### config.mk
export PLATFORM = sky130hd
export DESIGN_NAME = serial_io_master
export DESIGN_NICKNAME = d
export VERILOG_FILES = /design/src/rtl/serial_io_master.sv
export SDC_FILE = /design/constraint.sdc
export NUM_CORES = 1
export LEC_CHECK = 0
export CAP_MARGIN = 20
export CORE_MARGIN = 2
export CORE_UTILIZATION = 59
export DETAILED_ROUTE_END_ITERATION = 6
export HOLD_SLACK_MARGIN = 0.12
export PLACE_DENSITY = 0.95
export SYNTH_ARGS = -nofsm -noshare
export SYNTH_HDL_FRONTEND = slang
export SYNTH_SLANG_ARGS = --single-unit
### constraint.sdc
create_clock -name clk -period 4.2 [get_ports clk]
set_input_delay 0.42 -clock clk [delete_from_list [all_inputs] [get_ports clk]]
set_output_delay 0.42 -clock clk [all_outputs]
set_load 0.05 [all_outputs]
### src/rtl/serial_io_master.sv
`timescale 1ns/1ps
`default_nettype none
// ============================================================================
// Module      : serial_io_master
// Description : Serial-to-IO-bus bridge. Parses command frames from the serial
//               receive path, runs one transaction on the 32-bit IO strobe bus
//               and sends a reply on the serial transmit path.
//               Frames : 'W' A3 A2 A1 A0 D3 D2 D1 D0  /  'R' A3 A2 A1 A0
//               Replies: 'K' | 'D' d3 d2 d1 d0 | 'T' (bus timeout) | '?'
// Ports       : clk, rst_n (async, active-low)
//               rx_data/new_rx_data       serial receive byte + valid pulse
//               tx_data/new_tx_data/tx_busy serial transmit byte/pulse/busy
//               io_*_strobe, io_address, io_write_data, io_byte_enable,
//               io_read_data, io_ready    IO bus initiator side
//               busy                      transaction or reply in progress
//               drop_count                saturating count of dropped rx bytes
// Revision    : 1.0 - initial release
// ============================================================================
module serial_io_master #(
    parameter int IO_TIMEOUT    = 1024,
    parameter int FRAME_TIMEOUT = 5000000
) (
    input  logic        clk,
    input  logic        rst_n,
    input  logic [7:0]  rx_data,
    input  logic        new_rx_data,
    output logic [7:0]  tx_data,
    output logic        new_tx_data,
    input  logic        tx_busy,
    output logic        io_addr_strobe,
    output logic        io_read_strobe,
    output logic        io_write_strobe,
    output logic [31:0] io_address,
    output logic [31:0] io_write_data,
    output logic [3:0]  io_byte_enable,
    input  logic [31:0] io_read_data,
    input  logic        io_ready,
    output logic        busy,
    output logic [7:0]  drop_count
);

    localparam int IO_TW = $clog2(IO_TIMEOUT + 1);
    localparam int FR_TW = $clog2(FRAME_TIMEOUT + 1);

    localparam logic [2:0] S_IDLE  = 3'd0;
    localparam logic [2:0] S_ADDR  = 3'd1;
    localparam logic [2:0] S_DATA  = 3'd2;
    localparam logic [2:0] S_ISSUE = 3'd3;
    localparam logic [2:0] S_WAIT  = 3'd4;
    localparam logic [2:0] S_RESP  = 3'd5;

    localparam logic [7:0] c_OP_WRITE    = 8'h57;
    localparam logic [7:0] c_OP_READ     = 8'h52;
    localparam logic [7:0] c_RSP_OK      = 8'h4B;
    localparam logic [7:0] c_RSP_DATA    = 8'h44;
    localparam logic [7:0] c_RSP_TIMEOUT = 8'h54;
    localparam logic [7:0] c_RSP_BAD     = 8'h3F;

    logic [2:0]       state_q, state_d;
    logic             is_write_q;
    logic [1:0]       byte_cnt_q;
    logic [31:0]      addr_sh_q;
    logic [23:0]      wdata_sh_q;
    logic [31:0]      io_address_q;
    logic [31:0]      io_write_data_q;
    logic [IO_TW-1:0] io_timer_q;
    logic [FR_TW-1:0] frame_timer_q;
    logic [39:0]      resp_q;       // reply bytes, next byte to send in [39:32]
    logic [2:0]       resp_cnt_q;   // reply bytes still to send
    logic             guard_q;      // cycle after a tx pulse: tx_busy not trusted yet
    logic [7:0]       drop_q;

    logic w_op_known;
    logic w_last_addr;
    logic w_last_data;
    logic w_frame_expired;
    logic w_io_expired;
    logic w_send;
    logic w_in_frame;

    assign w_op_known   = (rx_data == c_OP_WRITE) || (rx_data == c_OP_READ);
    assign w_in_frame   = (state_q == S_ADDR) || (state_q == S_DATA);
    assign w_last_addr  = (state_q == S_ADDR) && new_rx_data && (byte_cnt_q == 2'd3);
    assign w_last_data  = (state_q == S_DATA) && new_rx_data && (byte_cnt_q == 2'd3);
    // Timer holds the number of idle cycles already seen, so expiry is the
    // FRAME_TIMEOUT-th idle cycle without a byte.
    assign w_frame_expired = w_in_frame && !new_rx_data &&
                             (frame_timer_q == FR_TW'(FRAME_TIMEOUT - 1));
    // In WAIT the timer equals (cycles since strobe - 1); a ready exactly
    // IO_TIMEOUT cycles after the strobe still wins over the timeout.
    assign w_io_expired = (state_q == S_WAIT) && !io_ready &&
                          (io_timer_q == IO_TW'(IO_TIMEOUT - 1));
    assign w_send = (state_q == S_RESP) && !guard_q && !tx_busy;

    // ------------------------------------------------------------------
    // State register
    // ------------------------------------------------------------------
    always_ff @(posedge clk or negedge rst_n) begin
        if (!rst_n) begin
            state_q <= S_IDLE;
        end else begin
            state_q <= state_d;
        end
    end

    // ------------------------------------------------------------------
    // Next-state logic
    // ------------------------------------------------------------------
    always_comb begin
        state_d = state_q;
        case (state_q)
            S_IDLE: begin
                if (new_rx_data) begin
                    state_d = w_op_known ? S_ADDR : S_RESP;
                end
            end
            S_ADDR: begin
                if (w_frame_expired) begin
                    state_d = S_IDLE;
                end else if (w_last_addr) begin
                    state_d = is_write_q ? S_DATA : S_ISSUE;
                end
            end
            S_DATA: begin
                if (w_frame_expired) begin
                    state_d = S_IDLE;
                end else if (w_last_data) begin
                    state_d = S_ISSUE;
                end
            end
            S_ISSUE: begin
                state_d = S_WAIT;
            end
            S_WAIT: begin
                if (io_ready || w_io_expired) begin
                    state_d = S_RESP;
                end
            end
            S_RESP: begin
                if (w_send && (resp_cnt_q == 3'd1)) begin
                    state_d = S_IDLE;
                end
            end
            default: begin
                state_d = S_IDLE;
            end
        endcase
    end

    // ------------------------------------------------------------------
    // Output logic
    // ------------------------------------------------------------------
    always_comb begin
        io_addr_strobe  = 1'b0;
        io_read_strobe  = 1'b0;
        io_write_strobe = 1'b0;
        tx_data         = 8'h00;
        new_tx_data     = 1'b0;
        busy            = 1'b0;
        case (state_q)
            S_ISSUE: begin
                io_addr_strobe  = 1'b1;
                io_write_strobe = is_write_q;
                io_read_strobe  = !is_write_q;
                busy            = 1'b1;
            end
            S_WAIT: begin
                busy = 1'b1;
            end
            S_RESP: begin
                tx_data     = resp_q[39:32];
                new_tx_data = w_send;
                busy        = 1'b1;
            end
            default: begin
                busy = 1'b0;
            end
        endcase
    end

    assign io_address     = io_address_q;
    assign io_write_data  = io_write_data_q;
    assign io_byte_enable = 4'hF;
    assign drop_count     = drop_q;

    // ------------------------------------------------------------------
    // Datapath: frame assembly, bus registers, timers, reply buffer
    // ------------------------------------------------------------------
    always_ff @(posedge clk or negedge rst_n) begin
        if (!rst_n) begin
            is_write_q      <= 1'b0;
            byte_cnt_q      <= 2'd0;
            addr_sh_q       <= 32'h0;
            wdata_sh_q      <= 24'h0;
            io_address_q    <= 32'h0;
            io_write_data_q <= 32'h0;
            io_timer_q      <= '0;
            frame_timer_q   <= '0;
            resp_q          <= 40'h0;
            resp_cnt_q      <= 3'd0;
            guard_q         <= 1'b0;
        end else begin
            guard_q <= w_send;
            case (state_q)
                S_IDLE: begin
                    if (new_rx_data) begin
                        byte_cnt_q    <= 2'd0;
                        frame_timer_q <= '0;
                        is_write_q    <= (rx_data == c_OP_WRITE);
                        if (!w_op_known) begin
                            resp_q     <= {c_RSP_BAD, 32'h0};
                            resp_cnt_q <= 3'd1;
                        end
                    end
                end
                S_ADDR: begin
                    if (new_rx_data) begin
                        addr_sh_q     <= {addr_sh_q[23:0], rx_data};
                        byte_cnt_q    <= byte_cnt_q + 2'd1;
                        frame_timer_q <= '0;
                        // A read issues straight after the address, so the bus
                        // register is loaded with the completed address here.
                        if (w_last_addr && !is_write_q) begin
                            io_address_q <= {addr_sh_q[23:0], rx_data};
                        end
                    end else begin
                        frame_timer_q <= frame_timer_q + FR_TW'(1);
                    end
                end
                S_DATA: begin
                    if (new_rx_data) begin
                        wdata_sh_q    <= {wdata_sh_q[15:0], rx_data};
                        byte_cnt_q    <= byte_cnt_q + 2'd1;
                        frame_timer_q <= '0;
                        if (w_last_data) begin
                            io_address_q    <= addr_sh_q;
                            io_write_data_q <= {wdata_sh_q, rx_data};
                        end
                    end else begin
                        frame_timer_q <= frame_timer_q + FR_TW'(1);
                    end
                end
                S_ISSUE: begin
                    io_timer_q <= '0;
                end
                S_WAIT: begin
                    io_timer_q <= io_timer_q + IO_TW'(1);
                    if (io_ready) begin
                        if (is_write_q) begin
                            resp_q     <= {c_RSP_OK, 32'h0};
                            resp_cnt_q <= 3'd1;
                        end else begin
                            resp_q     <= {c_RSP_DATA, io_read_data};
                            resp_cnt_q <= 3'd5;
                        end
                    end else if (w_io_expired) begin
                        resp_q     <= {c_RSP_TIMEOUT, 32'h0};
                        resp_cnt_q <= 3'd1;
                    end
                end
                S_RESP: begin
                    if (w_send) begin
                        resp_q     <= {resp_q[31:0], 8'h00};
                        resp_cnt_q <= resp_cnt_q - 3'd1;
                    end
                end
                default: begin
                    io_timer_q <= '0;
                end
            endcase
        end
    end

    // ------------------------------------------------------------------
    // Overrun counter: bytes arriving while a transaction or reply is active
    // ------------------------------------------------------------------
    always_ff @(posedge clk or negedge rst_n) begin
        if (!rst_n) begin
            drop_q <= 8'h00;
        end else if (new_rx_data && busy && (drop_q != 8'hFF)) begin
            drop_q <= drop_q + 8'h01;
        end
    end

endmodule
`default_nettype wire

# ---- Yosys cells after proc, flatten, opt, wreduce, memory -nomap -nowiden
# Index checks and enable logic that the tools add are counted.
dict set report totals {
  regBits 212
  latchBits 0
  mem_bits_rw 0
  rom_bits 0
  inputBits 45
  output_inout_bits 89
  wordCells 123
  n_memories 0
}
dict set report op_classes {
  n_addsub 5
  multipliers 0
  div 0
  order_cmp 0
  n_eq_ne 25
  shift 0
  n_mux 42
  bitwise 0
  reduce_logical 38
}
# operator count
set ops {}
lappend ops {{$mux W40} 5}
lappend ops {{$mux W32} 4}
lappend ops {{$pmux W40 S3} 1}
lappend ops {{$pmux W32 S2} 1}
lappend ops {{$mux W23} 2}
lappend ops {{$pmux W23 S2} 1}
lappend ops {{$mux W3} 14}
lappend ops {{$mux W36} 1}
lappend ops {{$add A23 B1 Y23 const B} 1}
lappend ops {{$eq A23 B23 Y1 const B} 1}
lappend ops {{$pmux W11 S2} 1}
lappend ops {{$pmux W3 S6} 1}
lappend ops {{$eq A8 B7 Y1 const B} 2}
lappend ops {{$reduce_and A5 Y1} 3}
lappend ops {{$logic_and A1 B1 Y1} 14}
lappend ops {{$ne A2 B2 Y1 const B} 6}
lappend ops {{$add A11 B1 Y11 const B} 1}
lappend ops {{$eq A11 B10 Y1 const B} 1}
lappend ops {{$ne A3 B3 Y1 const B} 3}
lappend ops {{$pmux W3 S3} 1}
lappend ops {{$add A8 B1 Y8 const B} 1}
lappend ops {{$mux W8} 1}
lappend ops {{$ne A2 B1 Y1 const B} 4}
lappend ops {{$ne A8 B8 Y1 const B} 1}
lappend ops {{other kinds (19)} 39}

# ---- Depth between registers and ports, before layout
# Gate-level depths: netlist (run 1).
dict set report depth {
  depth_word 7
  ltp_mapped 8
  ltp_nobuf 6
}

# ---- Least setup slack after synthesis (run 1)
# OpenSTA, ideal clock, no wires.
dict set report synth_path {
  path_kind {reg-to-reg}
  start {register state_q[0]}
  end {register drop_q[1], in the netlist drop_count[1]}
  setup_ns 0.125
  arrival_time_ns 2.821
  t_required_ns 4.075
  slack_ns 1.254
  path_stages_with_launch 8
  n_path_buf 3
  synth_period_minus_slack_ns 2.946
  path_cell_list {dfrtp_1 buf_4 buf_2 nand2_1 o21ai_0 and3_1 clkbuf_1 mux2_2}
}
dict set report synth_via {
  elab_chain_len 5
  elab_cells_between_ends 7
  cone_classes {eq/ne (3); mux (1); reduce/logical (3)}
}
# item line_no
set synth_rtl {}
lappend synth_rtl {{start, declared} 59} ;# logic [2:0] state_q, state_d;
lappend synth_rtl {{start signal, assigned} 102} ;# state_q <= state_d;
lappend synth_rtl {{$eq A3 B3 Y1 or $eq A3 B2 Y1 (tied branches)} 160} ;# case (state_q)
lappend synth_rtl {{$reduce_or A3 Y1 (no source line) *} n/a}
lappend synth_rtl {{$mux W1 *} 160}
lappend synth_rtl {{via busy} 38} ;# output logic busy,
lappend synth_rtl {{$logic_and A1 B1 Y1 * (2 in a row)} 280} ;# end else if (new_rx_data && busy && (drop_q != 8'hFF)) begin
lappend synth_rtl {{end signal, assigned} 281} ;# drop_q <= drop_q + 8'h01;
lappend synth_rtl {{end, declared} 71} ;# logic [7:0] drop_q;
# Mark *: on every way through the listed nets, which the timed path passes. The rest lies on a longest branch.
# A chain may end at the register's enable or synchronous reset.

# ---- Worst setup path after layout (run 1)
dict set report layout_path {
  start {register state_q[1]}
  end {output port new_tx_data}
}
dict set report layout_via {
  elab_chain_len 4
}
# item line_no
set layout_rtl {}
lappend layout_rtl {{$eq A3 B3 Y1 *} {93, 160}}
lappend layout_rtl {{$logic_and A1 B1 Y1 (2 in a row)} 93} ;# assign w_send = (state_q == S_RESP) && !guard_q && !tx_busy;
lappend layout_rtl {{$mux W1 *} 160}
lappend layout_rtl {{end, declared} 28} ;# output logic new_tx_data,
# Every way passes the cells marked *; elsewhere a longest branch is shown, timed or not.

==> results list, run 1 <==
- Final-layout setup total negative slack: 0 ps
- In this run the post-CTS setup repair buffer count came out at 0.
* Number of distinct library cells after synthesis: 50
- For the pin with the worst max-slew slack, the measured transition is 1030 ps.
* Total power after layout: 0.00788 W
- The startpoint identified for the worst hold timing path is io_write_data[27].
- TritonCTS created 23 clock buffers.
* Filler Cells Inserted: 1,009
- Max-cap violations: 0
- For this run the aggregate overflow at the end of global routing stands at 0.
* Clock buffer depth: 3
* Area used by sequential logic in the layout: 0.00531 mm^2
* # DRC: 0
* Final RePlAce weighted congestion: 0.865
- Tracing the worst setup path back leads to its startpoint at state_q[1].
- Total via count in the routed design: 6,804
- At the later pin of the worst-skew pair, clock insertion delay measures 510 ps.
- Across the routed clock network, the largest skew measured is 23.8 ps.
- Drt via density: 5.96
* Number of core rows: 46
- Setup repair after global routing left no endpoint under its margin.
* Final Cycle Share: 85.3%
- In the synthesized netlist the dominant register cell turns out to be sky130_fd_sc_hd__dfrtp_1.
* Number of failing setup endpoints in the final timing report: 0
- After legalization and detailed placement, the total HPWL measured 13.3 mm.
* CTS tree: done
- Gates resized during post-CTS repair numbered 0.
* Hold path depth: 1
- Flip-flop and latch count after synthesis: 212
- Clock-pin slew was measured on the worst setup and hold paths at 60 ps.
- The synthesized design devotes to its leading area cell type 56.0% of total area.
- Total routing usage reported by global routing: 24.5%
* Post-DRT Antenna Nets: 0
* Total I/O pin count: 134
- The min-delay analysis places its worst path in the category reg2reg.
- Worst reg2reg path depth: 5
- Once placement finished, the instance area stood at 0.0109 mm^2.
* N_diodes: 0
- Number of instances in the synthesized netlist: 792
- Clock Sink Count: 212
* FMAX: 0.279 GHz
- For this design the static power due to leakage is 5.11 nW.
- Nets: 961
- Via count of the first global-routing pass: 6,765
- Number of flops mapped to enable cells by yosys: 0
* Core box area: 0.0158 mm^2
- Shortest clock period the worst path allows after layout: 3580 ps
* Instance count after placement with tap cells included: 1,099
* Synth top area cells: sky130_fd_sc_hd__dfrtp_1, sky130_fd_sc_hd__mux2_2, sky130_fd_sc_hd__mux2i_1, sky130_fd_sc_hd__a22o_1, sky130_fd_sc_hd__nor2_1
- Initial Util: 60.0%
- Yosys warning total: 0
* Fraction of layout cells with a size suffix above 1: 19.4%
* Number of detailed-routing iterations run before antenna repair: 5
- Share of async-settable or async-resettable flops after synthesis: 100%
- Crit start category: flop
- Syn Std Cell Area: 0.00947 mm^2
- Die outline width: 131 um
- VDD sags by at most 0.000441 V.
- Die height: 131 um
* Port bufs: 129
- The run finished with clean final reports.
* First-pass GRT wire length: 33.7 mm
* CP Data Required Time: 3780 ps
* Arrival time at the worst endpoint: 3160 ps
- After routing the design area is 0.0117 mm^2.
- In the final layout, the multi-input gates occupy 0.00392 mm^2.
- Non-filler instance count after layout: 1,141
* Number of H-tree branching levels: 1
- After detailed routing, the average wire length per cell comes to 18.4 um.
* Type of the worst setup path: reg2out
- For this design the ratio of total power to cell area is 676 mW/mm^2.
- Die Area: 0.0171 mm^2
- Sequential element share of the synthesized area: 56.0%
* Worst-path maximum fanout: 22
- In this run the critical register-to-register path is launched from state_q[2].
- Pin count of the biggest net entering global routing: 100
* Category of the worst setup path capture point: primary output
* WL final: 20.9 mm
- P&R area growth vs syn: 23.0%
- Max-slew violation total from the final report: 0
- Root buffer cell: sky130_fd_sc_hd__clkbuf_16
* Initial antenna violation count: 0
* Post-synth top area cell: sky130_fd_sc_hd__dfrtp_1
- Hold violation count in the final report: 0
- Initial drt markers: 488
- Max_slew headroom: 31.3%
- A synthesized cell averages 12.0 um^2.
## timing repair
| item | CTS | global route |
|---|---|---|
| hold buffers | 1 | 0 |
| setup endpoints to repair | 0 | 0 |
| hold endpoints to repair | 96 | 0 |
## per-stage QoR
| step | util (%) | setup WS [ps] | hold WS (ps) |
|---|---|---|---|
| global route | 73.9 | 395 | 513 |
| global placement | 69.1 | 1310 | 461 |
| floorplan | - | 1250 | 124 |
| finish | 73.9 | 619 | 501 |
| CTS | 73.8 | 664 | 506 |
| detailed placement | 69.1 | 1240 | 492 |
## where the power goes
group / switching (W) / internal (W) / leakage, nW / total (W)
registers: 0.000481 / 0.00261 / 2.75 / 0.00309
clock network: 0.000787 / 0.00113 / 0.358 / 0.00191
logic: 0.00175 / 0.00112 / 2.00 / 0.00287
total: 0.00302 / 0.00486 / 5.11 / 0.00788
## Yosys cell counts, types with 8 or more instances
cell type	instances
sky130_fd_sc_hd__mux2i_1	36
sky130_fd_sc_hd__buf_2	9
sky130_fd_sc_hd__a21oi_1	48
sky130_fd_sc_hd__and3_1	16
sky130_fd_sc_hd__nand3_1	17
sky130_fd_sc_hd__xnor2_1	14
sky130_fd_sc_hd__xor2_1	10
sky130_fd_sc_hd__nor2_1	65
sky130_fd_sc_hd__buf_1	9
sky130_fd_sc_hd__o21ai_0	36
sky130_fd_sc_hd__a22o_1	33
sky130_fd_sc_hd__mux2_2	117
sky130_fd_sc_hd__clkbuf_1	23
sky130_fd_sc_hd__nor3_1	14
sky130_fd_sc_hd__dfrtp_1	212
sky130_fd_sc_hd__or3_1	8
sky130_fd_sc_hd__nand2_1	27
sky130_fd_sc_hd__nand4_1	14
## path summary, 6_finish.rpt
kind	slack, ps	end
worst max-delay path	620	new_tx_data
worst min-delay path	500	io_write_data[27]
worst max register to register	1600	resp_q[18]
worst min register to register	500	io_write_data[27]
max in group asynchronous	2450	wdata_sh_q[5]
min in group asynchronous	560	addr_sh_q[25]
## placed cells by master (no fill, tap or decap), types with 8 or more instances in the layout
master                            count
sky130_fd_sc_hd__nand4_1             14
sky130_fd_sc_hd__buf_4               10
sky130_fd_sc_hd__nor3_1              13
sky130_fd_sc_hd__nand3_1             17
sky130_fd_sc_hd__xor2_1              10
sky130_fd_sc_hd__clkbuf_8             8
sky130_fd_sc_hd__o21ai_0             36
sky130_fd_sc_hd__xnor2_1             14
sky130_fd_sc_hd__clkdlybuf4s50_1    128
sky130_fd_sc_hd__dfrtp_1            212
sky130_fd_sc_hd__a22o_1              33
sky130_fd_sc_hd__nor2_1              64
sky130_fd_sc_hd__mux2_2             117
sky130_fd_sc_hd__or3_1                8
sky130_fd_sc_hd__and3_1              15
sky130_fd_sc_hd__nand2_1             27
sky130_fd_sc_hd__a21oi_1             47
sky130_fd_sc_hd__clkbuf_16           23
sky130_fd_sc_hd__mux2i_1             36
## final cells by class
type	instances	share of cell area (%)
Multi-Input combinational cell	525	33.7
Tap cell	216	2.32
Clock buffer	33	5.86
Sequential cell	212	45.5
Inverter	7	0.226
Clock inverter	7	0.376
Timing Repair Buffer	141	12.0
## flip-flops by register name (all words and copies together) (netlist names)
signal         flops
addr_sh_q         32
frame_timer_q     23
drop_count         8
resp_cnt_q         3
io_write_data     32
byte_cnt_q         2
io_timer_q        11
resp_q            40
wdata_sh_q        24
state_q            3
is_write_q         1
io_address        32
guard_q            1
## critical path, stage by stage (launching register included)
cell                              delay [ps]
sky130_fd_sc_hd__dfrtp_1                 650
sky130_fd_sc_hd__nor2b_1                 490
sky130_fd_sc_hd__nand2_1                 330
sky130_fd_sc_hd__nor3_1                  330
sky130_fd_sc_hd__clkdlybuf4s50_1         860
## per-layer routing
layer  vias to the layer above  global-route usage, %  wire length [um]  part of all wire [%]
met3                        46                   4.32              1230                   5.9
met1                      3420                   32.8              8660                    41
met5                         -                      0                 0                     0
li1                       3090                      -                 -                     -
met2                       248                   42.3             10600                    51
met4                         0                   5.82               393                   1.9
## cells by family after synthesis
kind of cell               synth area share [%]
AOI/OAI and AO/OA                          9.82
muxes                                      17.7
other                                    0.0396
DFF                                        56.0
buffers and inverters                      2.93
xor gates and xnor gates                   2.22
and+or+nand+nor                            10.5
adders and majority gates                 0.793
No activity file was read; power rests on OpenSTA's default activity.
==> run 2: changes to the inputs <==
--- a/config.mk
+++ b/config.mk
@@ -5,6 +5,7 @@
 export SDC_FILE = /design/constraint.sdc
 export NUM_CORES = 1
 export LEC_CHECK = 0
+export ABC_AREA = 1
 export CAP_MARGIN = 20
 export CORE_MARGIN = 2
 export CORE_UTILIZATION = 59
==> results list, run 2 <==
* Run status: completed (unchanged)
- The worst-case vdd ir drop is 0.000351 V (was 0.000441 V).
- The post-CTS setup repair buffer count came to 0 (unchanged).
- FMAX: 0.299 GHz (was 0.279 GHz)
* Syn_area_per_cell: 8.51 um^2 (was 12.0 um^2)
- The count of vias placed by the detailed router came to 8,191 (was 6,804).
- The global-route usage over all layers came to 26.7% (was 24.5%).
- Number of flops mapped to enable cells by yosys: 0 (unchanged)
- Die Area: 0.0171 mm^2 (about the same)
* N_diodes: 0 (unchanged)
- HPWL after detailed placement: 15.0 mm (was 13.3 mm)
- The sequential share of the synthesized area is 56.1% (was 56.0%).
- The CTS root buffer is sky130_fd_sc_hd__clkbuf_16 (unchanged).
- The final layout net count came to 1,280 (was 961).
* Filler Cells Inserted: 1,133 (was 1,009)
- Arrival time at the worst endpoint: 2920 ps (was 3160 ps)
* Number of detailed-routing iterations run before antenna repair: 6 (was 5)
- Commonest non-fill, non-tap cell in the layout: sky130_fd_sc_hd__nand2_1 (was sky130_fd_sc_hd__dfrtp_1)
* Instance count after placement with tap cells included: 1,421 (was 1,099)
* Worst Tran Pin Value: 975 ps (was 1030 ps)
- Most used cells in the layout excluding fill and tap cells: sky130_fd_sc_hd__nand2_1, sky130_fd_sc_hd__dfrtp_1, sky130_fd_sc_hd__o21ai_0, sky130_fd_sc_hd__clkdlybuf4s50_1, sky130_fd_sc_hd__inv_1 (was sky130_fd_sc_hd__dfrtp_1, sky130_fd_sc_hd__clkdlybuf4s50_1, sky130_fd_sc_hd__mux2_2, sky130_fd_sc_hd__nor2_1, sky130_fd_sc_hd__a21oi_1).
- Critical path's slowest cell: sky130_fd_sc_hd__clkdlybuf4s50_1 (unchanged)
- Core box area: 0.0158 mm^2 (unchanged)
- The time the final worst path needs with I/O delays and setup came to 3340 ps (was 3580 ps).
* RSZ-0062 raised after global routing: false (unchanged)
- The routability congestion estimate is 0.869 (was 0.865).
- The count of endpoints failing hold in the final timing report was 0 (unchanged).
- The share of the cycle needed by the critical path after routing was 79.6% (was 85.3%).
- Clock Latency Late Sink: 500 ps (was 510 ps)
- The required time reported for the critical path endpoint came to 3780 ps (about the same).
* Initial Util: 60.0% (about the same)
- Drt via density: 5.61 (was 5.96)
- Number of flip-flops in the largest register: 40 (unchanged)
- Top reg by flops: resp_q (unchanged)
* Final clock skew: 5.49 ps (was 23.8 ps)
* Most used DFF post-synth: sky130_fd_sc_hd__dfrtp_1 (unchanged)
- The summed negative setup slack over all endpoints was 0 ps (unchanged).
* # DRC: 0 (unchanged)
- The quantity of hold-fixing buffers added after cts came to 0 (was 1).
- The maximum single-stage delay on the critical path is 840 ps (was 860 ps).
* Clock Sink Count: 212 (unchanged)
* Number of failing setup endpoints in the final timing report: 0 (unchanged)
- The max-slew violation total from the final report came to 0 (unchanged).
* Die height: 131 um (about the same)
- Power Density: 704 mW/mm^2 (was 676 mW/mm^2)
- The largest fanout on the critical path was 30 (was 22).
- Kind of cell adding the most delay to the critical path: buffers and inverters (was simple AND/OR/NAND/NOR gates)
- The deepest level of the CTS H-tree is 1 (unchanged).
* Static Leak: 5.33 nW (was 5.11 nW)
* Number of buffer and inverter instances along the worst setup path: 3 (was 1)
* Worst Hold Slack: 79.9 ps (was 501 ps)
* Routed wl met2: 10.6 mm (about the same)
* Most common library cells after synthesis: sky130_fd_sc_hd__nand2_1, sky130_fd_sc_hd__dfrtp_1, sky130_fd_sc_hd__o21ai_0, sky130_fd_sc_hd__inv_1, sky130_fd_sc_hd__nor2_1 (was sky130_fd_sc_hd__dfrtp_1, sky130_fd_sc_hd__mux2_2, sky130_fd_sc_hd__nor2_1, sky130_fd_sc_hd__a21oi_1)
- The count of yosys warnings during synthesis came to 0 (unchanged).
* Worst Hold Class: in2async (was reg2reg)
- Category of the worst setup path capture point: primary output (unchanged)
- The most common cell in the netlist was sky130_fd_sc_hd__nand2_1 (was sky130_fd_sc_hd__dfrtp_1).
- The sum of met3 wire segment lengths after detailed routing was 1.77 mm (was 1.23 mm).
- Post-DRT Antenna Nets: 0 (unchanged)
- Clock buffer depth: 3 (unchanged)
* Cells along the critical path: nand2_2, nor2_2, buf_4, inv_1, nor2_1, clkdlybuf4s50_1 (was nor2b_1, nand2_1, nor3_1, clkdlybuf4s50_1)
* Pin count of the biggest net entering global routing: 124 (was 100)
- Number of distinct library cells after synthesis: 36 (was 50)
- The initial detailed-routing violation count came to 650 (was 488).
- The area share of the largest cell type after synthesis came to 56.1% (was 56.0%).
- The count of standard-cell rows came to 46 (unchanged).
- The netlist area before placement was 0.00946 mm^2 (was 0.00947 mm^2).
* Share of async-settable or async-resettable flops after synthesis: 100% (unchanged)
* Post-synth top area cell: sky130_fd_sc_hd__dfrtp_1 (unchanged)
* Port bufs: 129 (unchanged)
- Synth top area cells: sky130_fd_sc_hd__dfrtp_1, sky130_fd_sc_hd__nand2_1, sky130_fd_sc_hd__o21ai_0, sky130_fd_sc_hd__inv_1, sky130_fd_sc_hd__nor2_1 (was sky130_fd_sc_hd__dfrtp_1, sky130_fd_sc_hd__mux2_2, sky130_fd_sc_hd__mux2i_1, sky130_fd_sc_hd__a22o_1, sky130_fd_sc_hd__nor2_1).
* Die outline width: 131 um (about the same)
- Max Used Layer: met4 (unchanged)
* CTS tree: done (unchanged)
- Remaining global-route overflow: 0 (unchanged)
* Via count of the first global-routing pass: 7,708 (was 6,765)
- Flip-flop and latch count after synthesis: 212 (unchanged)
* Initial antenna violation count: 1 (was 0)
* Met1 WL: 9.37 mm (was 8.66 mm)
- The number of standard cells after synthesis came to 1,112 (was 792).
- Type of the worst setup path: reg2out (unchanged)
* Non-filler instance count after layout: 1,459 (was 1,141)
- Clock transition time at the flip-flop clock pins of the worst setup and hold paths: 60 ps (about the same)
* Total power after layout: 0.00816 W (was 0.00788 W)
- The count of maximum capacitance violations came to 0 (unchanged).
- The number of instances resized during post-cts repair came to 0 (unchanged).
* First-pass GRT wire length: 36.8 mm (was 33.7 mm)
- The area growth from synthesis to layout is 22.6% (was 23.0%).
- The number of primary I/O pins is 134 (unchanged).
* Total CTS buffers: 22 (was 23)
* WL final: 22.5 mm (was 20.9 mm)
* Fraction of layout cells with a size suffix above 1: 4.83% (was 19.4%)
* Final routed wire length divided by cell count: 15.4 um (was 18.4 um)
- Max_slew headroom: 34.9% (was 31.3%)
- Crit start category: flop (unchanged)
## run 2: changes by cell type in the layout (fill, tap and decap cells not counted), sizes merged, moves of 31 or more
cell / change
mux2i: -36
nand2: +289
a22o: -31
mux2: -113
o21ai: +108
inv: +103
## run 2: per-layer routing
metal  vias up  track usage (%)
met5         -                0
met4         0             9.14
met3        73             4.28
met2       386             43.5
met1      3883             37.1
li1       3849                -
## run 2: cell families (layout without fill, tap and decap cells)
| group | Yosys count | count (layout) | share of synthesized area [%] |
|---|---|---|---|
| muxes | 4 | 4 | 0.476 |
| buffers and inverters | 164 | 292 | 7.21 |
| DFF | 212 | 212 | 56.1 |
| adders and majority gates | 6 | 6 | 0.794 |
| xor gates and xnor gates | 10 | 10 | 0.926 |
| AOI/OAI and AO/OA | 234 | 234 | 14.0 |
| other | 1 | 4 | 0.0396 |
| and+or+nand+nor | 481 | 481 | 20.5 |
## run 2: final cells by class
class | count | area (um^2) | area share (%)
clock buffer | 36 | 684 | 5.90
clock inverter | 2 | 35.0 | 0.302
inverter | 112 | 420 | 3.63
multi-input combinational | 739 | 3490 | 30.1
sequential | 212 | 5310 | 45.8
tap | 216 | 270 | 2.33
timing repair buffer | 142 | 1390 | 12.0
## run 2: worst paths after layout
check	startpoint	endpoint	slack (ps)	cells after the start
hold reg to reg	resp_q[2]	resp_q[2]	470	2
max in group asynchronous	rst_n	frame_timer_q[1]	3060	2
setup / recovery	state_q[2]	tx_data[7]	860	6
hold / removal	rst_n	wdata_sh_q[1]	80	1
setup reg to reg	state_q[2]	resp_q[23]	1420	9
min in group clk	io_read_data[6]	resp_q[6]	450	3
## run 2: metrics by stage
step | area [um^2] | util, % | setup WS [ps]
6_report | 11600 | 73.5 | 856
5_1_grt | 11600 | 73.5 | 751
4_1_cts | 11600 | 73.5 | 881
3_5_place_dp | 10900 | 69.0 | 1210
3_3_place_gp | 10900 | 69.0 | 1410
2_1_floorplan | 9470 | - | 2000
## run 2: worst reg2reg max path, stage by stage, from the launching register on
cell and delay, ps:
sky130_fd_sc_hd__dfrtp_1 500, sky130_fd_sc_hd__nand2_2 160, sky130_fd_sc_hd__nor2_2 100, sky130_fd_sc_hd__buf_4 310
sky130_fd_sc_hd__nand3_1 200, sky130_fd_sc_hd__nand2_1 110, sky130_fd_sc_hd__nand4_2 520, sky130_fd_sc_hd__buf_4 490
sky130_fd_sc_hd__nand2_1 140, sky130_fd_sc_hd__o21ai_0 100
## run 2: where the power goes
group | switching (W) | total, W | internal [W]
Combinational | 0.00205 | 0.00302 | 0.000964
Sequential | 0.000488 | 0.00321 | 0.00272
Clock | 0.000763 | 0.00193 | 0.00117
